**config.mk**
```make
export PLATFORM = sky130hd
export DESIGN_NAME = gelato_burst_arbiter
export DESIGN_NICKNAME = d
export VERILOG_FILES = /design/src/rtl/gelato_burst_arbiter.sv
export SDC_FILE = /design/constraint.sdc
export NUM_CORES = 1
export LEC_CHECK = 0
export ABC_AREA = 1
export CORE_MARGIN = 2
export CORE_UTILIZATION = 29
export CTS_CLUSTER_DIAMETER = 50
export CTS_CLUSTER_SIZE = 8
export DETAILED_ROUTE_END_ITERATION = 6
export PLACE_DENSITY = 0.82
export SYNTH_ARGS = -nofsm -noshare
export SYNTH_HDL_FRONTEND = slang
export SYNTH_SLANG_ARGS = --single-unit
```
**constraint.sdc**
```tcl
create_clock -name clk -period 2 [get_ports clk]
set_input_delay 0.6 -clock clk [delete_from_list [all_inputs] [get_ports clk]]
set_output_delay 0.6 -clock clk [all_outputs]
set_load 0.1 [all_outputs]
```
**src/rtl/gelato_burst_arbiter.sv**
```systemverilog
// Round-robin, burst-locked arbiter sharing one valid/ready channel among 2**PORT_NUM_WIDTH requesters.
// The winner keeps the channel until its last beat; a beat counter forces a last after MAX_BURST beats.
module gelato_burst_arbiter #(
  parameter int PORT_NUM_WIDTH = 2,
  parameter int DATA_WIDTH     = 32,
  parameter int MAX_BURST      = 4
) (
  input  logic                                       clk,
  input  logic                                       rst_n,
  input  logic [(2**PORT_NUM_WIDTH)-1:0]             req_valid,
  input  logic [(2**PORT_NUM_WIDTH)-1:0]             req_last,
  input  logic [(2**PORT_NUM_WIDTH)*DATA_WIDTH-1:0]  req_data,
  output logic [(2**PORT_NUM_WIDTH)-1:0]             req_ready,
  output logic                                       out_valid,
  output logic                                       out_last,
  output logic [DATA_WIDTH-1:0]                      out_data,
  output logic [PORT_NUM_WIDTH-1:0]                  out_port,
  input  logic                                       out_ready,
  output logic                                       grant_active,
  output logic                                       err_overflow
);

  localparam int N  = 2 ** PORT_NUM_WIDTH;
  localparam int PW = PORT_NUM_WIDTH;
  localparam int CW = $clog2(MAX_BURST + 1);
  localparam logic [CW-1:0] BEAT_CAP = CW'(MAX_BURST - 1);

  typedef enum logic {
    ST_IDLE  = 1'b0,
    ST_GRANT = 1'b1
  } state_t;

  state_t          r_state;
  state_t          w_state_nxt;
  logic [PW-1:0]   r_prio;
  logic [PW-1:0]   w_prio_nxt;
  logic [PW-1:0]   r_owner;
  logic [PW-1:0]   w_owner_nxt;
  logic [CW-1:0]   r_beat_cnt;
  logic [CW-1:0]   w_beat_cnt_nxt;
  logic            r_err;
  logic            w_err_nxt;

  logic [PW-1:0]   w_pick;
  logic            w_any_valid;
  logic            w_own_valid;
  logic            w_own_last;
  logic            w_at_cap;
  logic            w_xfer;
  logic            w_burst_end;

  // Round-robin pick: first valid requester at or after r_prio, wrapping at PW bits.
  always_comb begin
    logic          found;
    logic [PW-1:0] idx;
    found  = 1'b0;
    w_pick = r_prio;
    for (int k = 0; k < N; k++) begin
      idx = r_prio + PW'(k);
      if (!found && req_valid[idx]) begin
        w_pick = idx;
        found  = 1'b1;
      end
    end
  end

  assign w_any_valid = |req_valid;
  assign w_own_valid = req_valid[r_owner];
  assign w_own_last  = req_last[r_owner];
  assign w_at_cap    = (r_beat_cnt == BEAT_CAP);
  assign w_xfer      = (r_state == ST_GRANT) && w_own_valid && out_ready;
  assign w_burst_end = w_own_last || w_at_cap;

  // Payload and port index follow the current owner; out_valid qualifies them.
  assign out_data = req_data[r_owner*DATA_WIDTH +: DATA_WIDTH];
  assign out_port = r_owner;

  // NOTE: every signal driven here gets a default first, so no path leaves one unassigned and no latch is inferred.
  always_comb begin
    w_state_nxt    = r_state;
    w_prio_nxt     = r_prio;
    w_owner_nxt    = r_owner;
    w_beat_cnt_nxt = r_beat_cnt;
    w_err_nxt      = r_err;
    out_valid      = 1'b0;
    out_last       = 1'b0;
    req_ready      = '0;
    grant_active   = 1'b0;

    case (r_state)
      ST_IDLE: begin
        if (w_any_valid) begin
          w_state_nxt    = ST_GRANT;
          w_owner_nxt    = w_pick;
          w_beat_cnt_nxt = '0;
        end
      end

      ST_GRANT: begin
        grant_active       = 1'b1;
        out_valid          = w_own_valid;
        out_last           = w_burst_end;
        req_ready[r_owner] = out_ready;
        if (w_xfer) begin
          if (w_burst_end) begin
            w_state_nxt    = ST_IDLE;
            w_prio_nxt     = r_owner + 1'b1;
            w_beat_cnt_nxt = '0;
            // A cap-forced last without the requester's own last flag is an overrun.
            if (w_at_cap && !w_own_last) begin
              w_err_nxt = 1'b1;
            end
          end else begin
            w_beat_cnt_nxt = r_beat_cnt + 1'b1;
          end
        end
      end

      default: begin
        w_state_nxt = ST_IDLE;
      end
    endcase
  end

  // NOTE: state registers use non-blocking assignments so every flop samples pre-edge values together.
  always_ff @(posedge clk or negedge rst_n) begin
    if (!rst_n) begin
      r_state    <= ST_IDLE;
      r_prio     <= '0;
      r_owner    <= '0;
      r_beat_cnt <= '0;
      r_err      <= 1'b0;
    end else begin
      r_state    <= w_state_nxt;
      r_prio     <= w_prio_nxt;
      r_owner    <= w_owner_nxt;
      r_beat_cnt <= w_beat_cnt_nxt;
      r_err      <= w_err_nxt;
    end
  end

  assign err_overflow = r_err;

endmodule

```
After elaboration in Yosys (flattened, before gate mapping)
Cells that the tools add are included.
- shift operators: 1
- $lt $le $gt $ge: 6
- reduce and logical (&&, ||, !) cells: 17
- mux-type cells: 32
- bitwise operators: 2
- equal/unequal tests: 3
- add/subtract/negate cells: 5
- operators with widths (cell ; number):
    $shiftx 128x8->32 ; 1
    $mux 1 ; 16
    $lt 2x3->1 const B ; 5
    $bmux 1 s2 ; 6
    $mux 3 ; 3
    $logic_and 1x1->1 ; 7
    $mux 2 ; 3
    $pmux 3 s2 ; 1
    $add 2x1->2 const B ; 2
    $add 2x2->2 const B ; 2
    $and 4x4->4 ; 1
    $logic_not 1->1 ; 4
    $mux 4 ; 1
    $reduce_and 2->1 ; 2
    $reduce_and 4->1 ; 1
    $reduce_or 4->1 ; 1
    $add 3x1->3 const B ; 1
    $eq 3x2->1 const B ; 1
    $reduce_and 3->1 ; 1
    $demux 1 s2 ; 1
    $ge 2x1->1 const B ; 1
    $ne 2x1->1 const B ; 1
    $ne 2x2->1 const B ; 1
    $pmux 1 s2 ; 1
    other kinds (2) ; 2
- input port bits: 139
- flip-flop bits (word level): 9
- output and inout bits: 42
- logic and storage cells: 71

Depth between registers and ports, before layout
Gate-level depths: netlist of the first run.
- word-level depth: 12
- depth in mapped cells: 14
- depth with buffers taken out: 13

Worst setup path after synthesis of the first run
No wires, ideal clock.
- path kind: reg2out
- from: register r_owner[0] (netlist: out_port[0])
- to: output port out_data[0]
- path slack: -1873 ps
- buffers on the path: 3
- stages on the path, launching flop included: 6
- required time: 1400 ps
- data arrival time: 3273 ps
- cell sequence: dfrtp_1 -> buf_2 -> buf_2 -> clkbuf_1 -> nor2_1 -> o22ai_1
- longest elaborated chain between the ends: 1
- ends and longest elaborated chain (item ; line ; text):
    from (decl) ; 37 ; logic [PW-1:0] r_owner;
    from (signal assigned) ; 136 ; r_owner <= w_owner_nxt;
    $shiftx 128x8->32 ; 75 ; assign out_data = req_data[r_owner*DATA_WIDTH +: DATA_WIDTH];
    to (decl) ; 16 ; output logic [DATA_WIDTH-1:0] out_data,
Every way passes these cells.

Worst setup path after layout of the first run
- from: register r_owner[0] (netlist: out_port[0])
- to: output port out_data[16]
Same word-level chain as after synthesis.

==> impl_summary.md, run 1 <==
Synth
The mapped netlist covers 1700 um^2. After synthesis, the netlist uses 21 different library cells. Synthesis handed over a netlist of 309 instances.

The net count of the mapped netlist is 454. The synthesized area per cell is 5.51 um^2. In this run, synthesis produced a sequential element count of 9. For this run, the register share of the synthesized area comes to 13.2%. The Yosys step of the flow raised 0 warnings.

Route
The detailed router finished its first iteration with 397 violations. The routed layout has 4,058 vias. The first-pass detailed-route iteration total is 5.

The remaining antenna violation count after routing is 0. The aggregate routed wire length is 19,200 um. The routed wirelength normalized by instance count is 32.6 um. The via count normalized by instance count is 6.91.

After detailed routing, the number of remaining DRC violations is 0.

Critical path
The biggest cell delay along the critical path is 0.55 ns. The slowest library cell on the worst path is sky130_fd_sc_hd__dfrtp_4. Data on the critical path arrives at its endpoint at 1.93 ns. The cell class contributing the biggest share of worst-path delay is compound AO/OA/AOI/OAI gates. The signal on the critical path passes through buf_12, o21ai_1, o22ai_4, buf_12. In this run the worst path has a maximum fanout of 42. The kind of critical path is flop to output pin. At the worst endpoint, the required time is 1.40 ns. The worst setup path is launched from a flop. The buffers plus inverters on the worst setup path is 2.

The most used cell along the critical path is sky130_fd_sc_hd__buf_12. The type of element capturing the critical path is an output pin.

STA
The worst slew margin relative to its limit is 59.7%. The final critical-path required period is 2.53 ns. Summed over all failing endpoints, the final setup total negative slack is -10.01 ns. Setup repair after global routing could not meet its margin everywhere. The post-route clock skew is 0.0104 ns. At the pin with the least slew margin, the transition time is 0.601 ns.

The hold violation total from the final report is 0. After layout, the worst setup slack is -0.531 ns. Based on the critical path, the design can be clocked at up to 395 MHz. The portion of the clock cycle consumed by the worst path in the final layout is 127%. The number of endpoints failing setup at the final stage is 40. The number of max-slew violations in the final report was 0.

Layout
The post-layout net count is 660. From synthesis to final layout, the design area changed by 215%. After filler insertion, the fill cell instance count of the layout stands at 108. Leaving out fill and tap cells, the most frequent cells in the layout are 103 x sky130_fd_sc_hd__clkdlybuf4s50_1, 48 x sky130_fd_sc_hd__buf_12, 45 x sky130_fd_sc_hd__nand2_1. The leading cell type in the layout, fill and taps excluded is sky130_fd_sc_hd__clkdlybuf4s50_1. After routing the design area is 5370 um^2. Cells with a size suffix above 1 make up 45.7% of the layout.

Floorplan
181 I/O pins were placed. The region available for standard cell placement spans 5570 um^2. The number of cell rows is 27. The starting utilization of the core area is 30.5%. The total die area is 6500 um^2. The vertical die dimension is 80.6 um. The die span in x is 80.6 um.

Run status
The checks that failed: setup timing. The flow ran to the end, but the final reports show violations.

Place
At the end of routability-driven placement, the weighted congestion stood at 0.859. The quantity of I/O buffers inserted on ports is 180. The half-perimeter wire length after placement is 8460 um. In this run the cell area measured after placement is 4840 um^2.

Min path
In this run the worst hold path is classified as flop to flop.

Clocking
TritonCTS built the clock tree. TritonCTS created 3 clock buffers. The tree built by TritonCTS fans out to 9 sinks. The clock passes through at most 2 buffers. For the worst-skew pair, the clock arrives at the later sink with an insertion delay of 0.26 ns. The level count of the clock H-tree is 1.

The root buffer cell is sky130_fd_sc_hd__clkbuf_8. The clock-pin slew of the registers on the worst-case setup and hold paths is 0.06 ns.

Global route
The first global-routing pass estimated 17,000 um of wire. The initial antenna violation count came to 1. The via count of the first global-routing pass is 3,119. Entering global routing, the biggest net connects 43 pins. The overall routing resource usage is 34.5%. After global routing the overflow that remains totals 0.

Flow run
The tool flagged a number of max-cap violations equal to 0.
==> cell families after synthesis <==
kind of cell / count (synthesis) / share of synthesized area [%]
and+or+nand+nor: 149 / 38.4
AOI/OAI and AO/OA: 104 / 33.4
buffers and inverters: 41 / 10.5
DFF: 9 / 13.2
adders and majority gates: 6 / 4.41
==> registers in the layout, indices dropped and copies added, names as in the netlist <==
| name | count |
|---|---|
| r_state | 1 |
| r_prio | 2 |
| r_beat_cnt | 3 |
| err_overflow | 1 |
| out_port | 2 |
==> worst paths after layout <==
kind / from / endpoint / slack [ns] / cells after the start
setup / recovery: out_port[0] / out_data[16] / -0.53 / 4
hold / removal: err_overflow / err_overflow / 0.59 / 1
setup reg to reg: out_port[0] / err_overflow / -0.09 / 12
min in group asynchronous: rst_n / out_port[0] / 0.69 / 1
hold reg to reg: err_overflow / err_overflow / 0.59 / 1
max in group asynchronous: rst_n / out_port[1] / 0.92 / 1
==> layout make-up <==
| type | count | area, um^2 | share of cell area, % |
|---|---|---|---|
| timing repair buffer | 223 | 2770 | 51.6 |
| multi-input combinational | 259 | 2110 | 39.2 |
| sequential | 9 | 236 | 4.41 |
| inverter | 18 | 100 | 1.87 |
| tap | 72 | 90.1 | 1.68 |
| clock buffer | 4 | 45.0 | 0.839 |
| timing repair inverter | 1 | 16.3 | 0.303 |
| antenna | 1 | 2.50 | 0.0466 |
==> layer usage <==
layer  track usage, %  vias up  part of all wire [%]
li1                 -     1465                     -
met5                0        -                     0
met1             39.1     1833                    30
met3             9.10      250                    14
met2             61.3      510                    43
met4             13.7        0                    13
==> stage by stage <==
stage | cells | util, % | setup slack [ns] | hold WS [ns]
detailed placement | 570 | 86.8 | -0.272 | 0.488
CTS | 579 | 90.2 | -0.188 | 0.513
global placement | 570 | 86.8 | -0.254 | 0.466
floorplan | 309 | - | -0.378 | 0.304
global route | 587 | 96.3 | -0.578 | 0.604
finish | 587 | 96.3 | -0.531 | 0.594
==> repair_timing <==
| action | in CTS | in global routing |
|---|---|---|
| pin swaps | 25 | 30 |
| cloned | 1 | 3 |
| hold buffers | 0 | 0 |
| endpoints found under the setup margin | 38 | 41 |
| resized for setup | 61 | 79 |
| buffers inserted | 17 | 6 |
==> Yosys cell counts (all sizes together) <==
| cell | count | area [um^2] |
|---|---|---|
| nand2 | 59 | 279 |
| buf | 11 | 61.3 |
| o22ai | 33 | 206 |
| ha | 6 | 75.1 |
| inv | 18 | 72.6 |
| o21ai | 66 | 334 |
| clkbuf | 12 | 45.0 |
| nor2 | 75 | 300 |
| nand3 | 15 | 75.1 |
| a31o | 1 | 8.76 |
| a21oi | 4 | 20.0 |
| dfrtp | 9 | 225 |
Power of run 1 is left out: the tool's default activity adds up to more than one toggle a clock period on the data nets, which glitch-free logic cannot reach.
==> inputs of run 2 (changes only) <==
RECOVER_POWER = 25   (was unset)
==> run 2 against run 1 <==
Net effect: fmax down 0.51%; critical endpoint unchanged; global-route usage unchanged; sequential cell count unchanged; count of clock-buffer cells in the layout unchanged; non-clock buffer count unchanged; wire length about the same; the run still ends with setup timing left.
==> impl_summary.md, run 2 (synthesis gave the netlist of run 1 again) <==
STA
The worst slew margin relative to its limit is 59.0% (was 59.7%). The setup slack of the critical path after layout is -0.544 ns (was -0.531 ns). The portion of the clock cycle consumed by the worst path in the final layout was 127% (about the same).

The number of max-slew violations in the final report was 0 (unchanged). The number of endpoints failing setup at the final stage was 39 (was 40). The worst hold margin is 0.596 ns (was 0.594 ns). The final sum of negative setup slack was -10.17 ns (was -10.01 ns). The slew at the pin closest to its max-slew limit is 0.611 ns (was 0.601 ns). Unrepaired setup endpoints after global routing: yes (unchanged). The hold violation total from the final report is 0 (unchanged).

The maximum operating frequency came to 393 MHz (was 395 MHz). The final critical-path required period is 2.54 ns (was 2.53 ns). The post-route clock skew is 0.0115 ns (was 0.0104 ns).

Layout
The register with the most flip-flops is r_beat_cnt (unchanged). The summed area of non-filler cells in the final layout was 5370 um^2 (unchanged). The post-layout net count is 660 (unchanged). The number of flip-flops under the largest register name was 3 (unchanged). The leading cell type in the layout, fill and taps excluded is sky130_fd_sc_hd__clkdlybuf4s50_1 (unchanged). The total of fill cells in the finished design is 108 (unchanged). The synthesis-to-layout area growth came to 215% (unchanged). The ratio of cells with drive above 1 in the final layout is 45.7% (unchanged). Commonest cells after routing, fill and taps aside: 102 x sky130_fd_sc_hd__clkdlybuf4s50_1, 48 x sky130_fd_sc_hd__buf_12, 45 x sky130_fd_sc_hd__nand2_1 (was 103 x sky130_fd_sc_hd__clkdlybuf4s50_1, 48 x sky130_fd_sc_hd__buf_12, 45 x sky130_fd_sc_hd__nand2_1).

Global route
The wire length of the first global-routing pass is 17,000 um (unchanged). The leftover overflow at the end of global routing is 0 (unchanged). The initial antenna violation count is 1 (unchanged). The overall routing resource usage is 34.5% (unchanged). The maximum number of pins on one net before global-route repair is 43 (unchanged). The via count of the first global-routing pass is 3,119 (unchanged).

Critical path
The reg-to-reg critical path startpoint is out_port[0] (unchanged). The endpoint arrival time on the critical path is 1.94 ns (was 1.93 ns). The type of element capturing the critical path is an output pin (unchanged). The minimum setup slack among reg-to-reg paths was -0.10 ns (was -0.09 ns). The worst reg2reg path endpoint is err_overflow (unchanged). The number of cells on the worst reg-to-reg path is 12 (unchanged). The data required time of the worst path is 1.40 ns (about the same).

The nature of the critical path startpoint is a flop (unchanged). The kind of critical path was flop to output pin (unchanged). The largest fanout on the critical path is 42 (unchanged).

Clocking
The level count of the clock H-tree is 1 (unchanged). The number of CTS-inserted buffers came to 3 (unchanged). The root buffer cell is sky130_fd_sc_hd__clkbuf_8 (unchanged).

The clock-pin slew of the registers on the worst-case setup and hold paths came to 0.07 ns (was 0.06 ns). The clock latency reported for the late side of the worst-skew pair is 0.26 ns (about the same). The clock tree from TritonCTS is done (unchanged). The clock sink total is 9 (unchanged). The quantity of hold-fixing buffers added after cts is 0 (unchanged). The maximum buffer depth of the clock tree is 2 (unchanged).

Floorplan
The area of the core region came to 5570 um^2 (unchanged). The number of I/O pins is 181 (unchanged). The number of cell rows is 27 (unchanged).

The starting utilization of the core area is 30.5% (unchanged). The total die area came to 6500 um^2 (unchanged). The die span in x is 80.6 um (unchanged). The vertical die dimension is 80.6 um (unchanged).

Route
The first-pass detailed-route iteration total is 6 (was 5). The via count normalized by instance count was 6.91 (about the same). The overall via count from detail_route came to 4,055 (was 4,058). The aggregate routed wire length came to 19,200 um (about the same). The detailed-route DRC error count is 0 (unchanged). The DRC marker count from the first detailed-route iteration is 397 (unchanged). The remaining antenna violation count after routing is 0 (unchanged). The routed wirelength normalized by instance count is 32.7 um (was 32.6 um).

Min path
The cell depth of the worst min-delay path is 1 (unchanged). The destination of the worst hold path is err_overflow (unchanged). The startpoint of the worst hold path is err_overflow (unchanged). The class of the tightest hold or removal check is flop to flop (unchanged).

Place
The post-placement cell area is 4840 um^2 (unchanged). The quantity of I/O buffers inserted on ports came to 180 (unchanged). The last weighted congestion value of the routability-driven placer was 0.859 (unchanged). The half-perimeter wire length after placement came to 8460 um (unchanged).

Run status
Failing checks: setup timing (unchanged). Run status: finished, violations left (unchanged).

Flow run
The count of maximum capacitance violations is 0 (unchanged).
run 2: layout make-up:
class                   instances  area (um^2)  area share, %
inverters                      18          100           1.87
diodes                          1         2.50         0.0466
flip-flops and latches          9          236           4.41
repair buffers                223         2770           51.6
clock buffers                   4         45.0          0.839
well taps                      72         90.1           1.68
multi-input cells             259         2110           39.2
repair inverters                1         16.3          0.303
run 2: what timing repair did:
| action | CTS | global route |
|---|---|---|
| cloned | 1 | 3 |
| buffers inserted | 17 | 6 |
| endpoints found under the setup margin | 38 | 41 |
| resized for setup | 61 | 79 |
| pin swaps | 25 | 30 |
run 2: routing by layer:
layer / GRT usage [%] / vias to the layer above / share of wire, %
met5: 0 / - / 0
met4: 13.7 / 0 / 13
met3: 9.10 / 255 / 14
met2: 61.3 / 515 / 43
met1: 39.1 / 1820 / 30
li1: - / 1465 / -
run 2: worst max path at each step:
stage                            start  cells after the start            to
after floorplan            out_port[0]                      6  out_data[13]
after global placement     req_last[2]                      8      out_last
after detailed placement  req_data[84]                      5  out_data[20]
after CTS                  out_port[0]                      9      out_last
after global routing      req_data[30]                      4  out_data[30]
final                      out_port[0]                      4  out_data[16]
run 2: per-stage QoR:
stage,instances,util [%],setup WS [ns]
after floorplan,309,-,-0.378
after global placement,570,86.8,-0.254
after detailed placement,570,86.8,-0.272
after CTS,579,90.2,-0.188
after global routing,587,96.3,-0.578
final,587,96.3,-0.544
run 2: critical path: stages (launching register included):
cell and delay, ns:
sky130_fd_sc_hd__dfrtp_4 0.55, sky130_fd_sc_hd__buf_12 0.22, sky130_fd_sc_hd__o21ai_1 0.53, sky130_fd_sc_hd__o22ai_4 0.16, sky130_fd_sc_hd__buf_12 0.19
Power of run 2 is left out for the same reason.
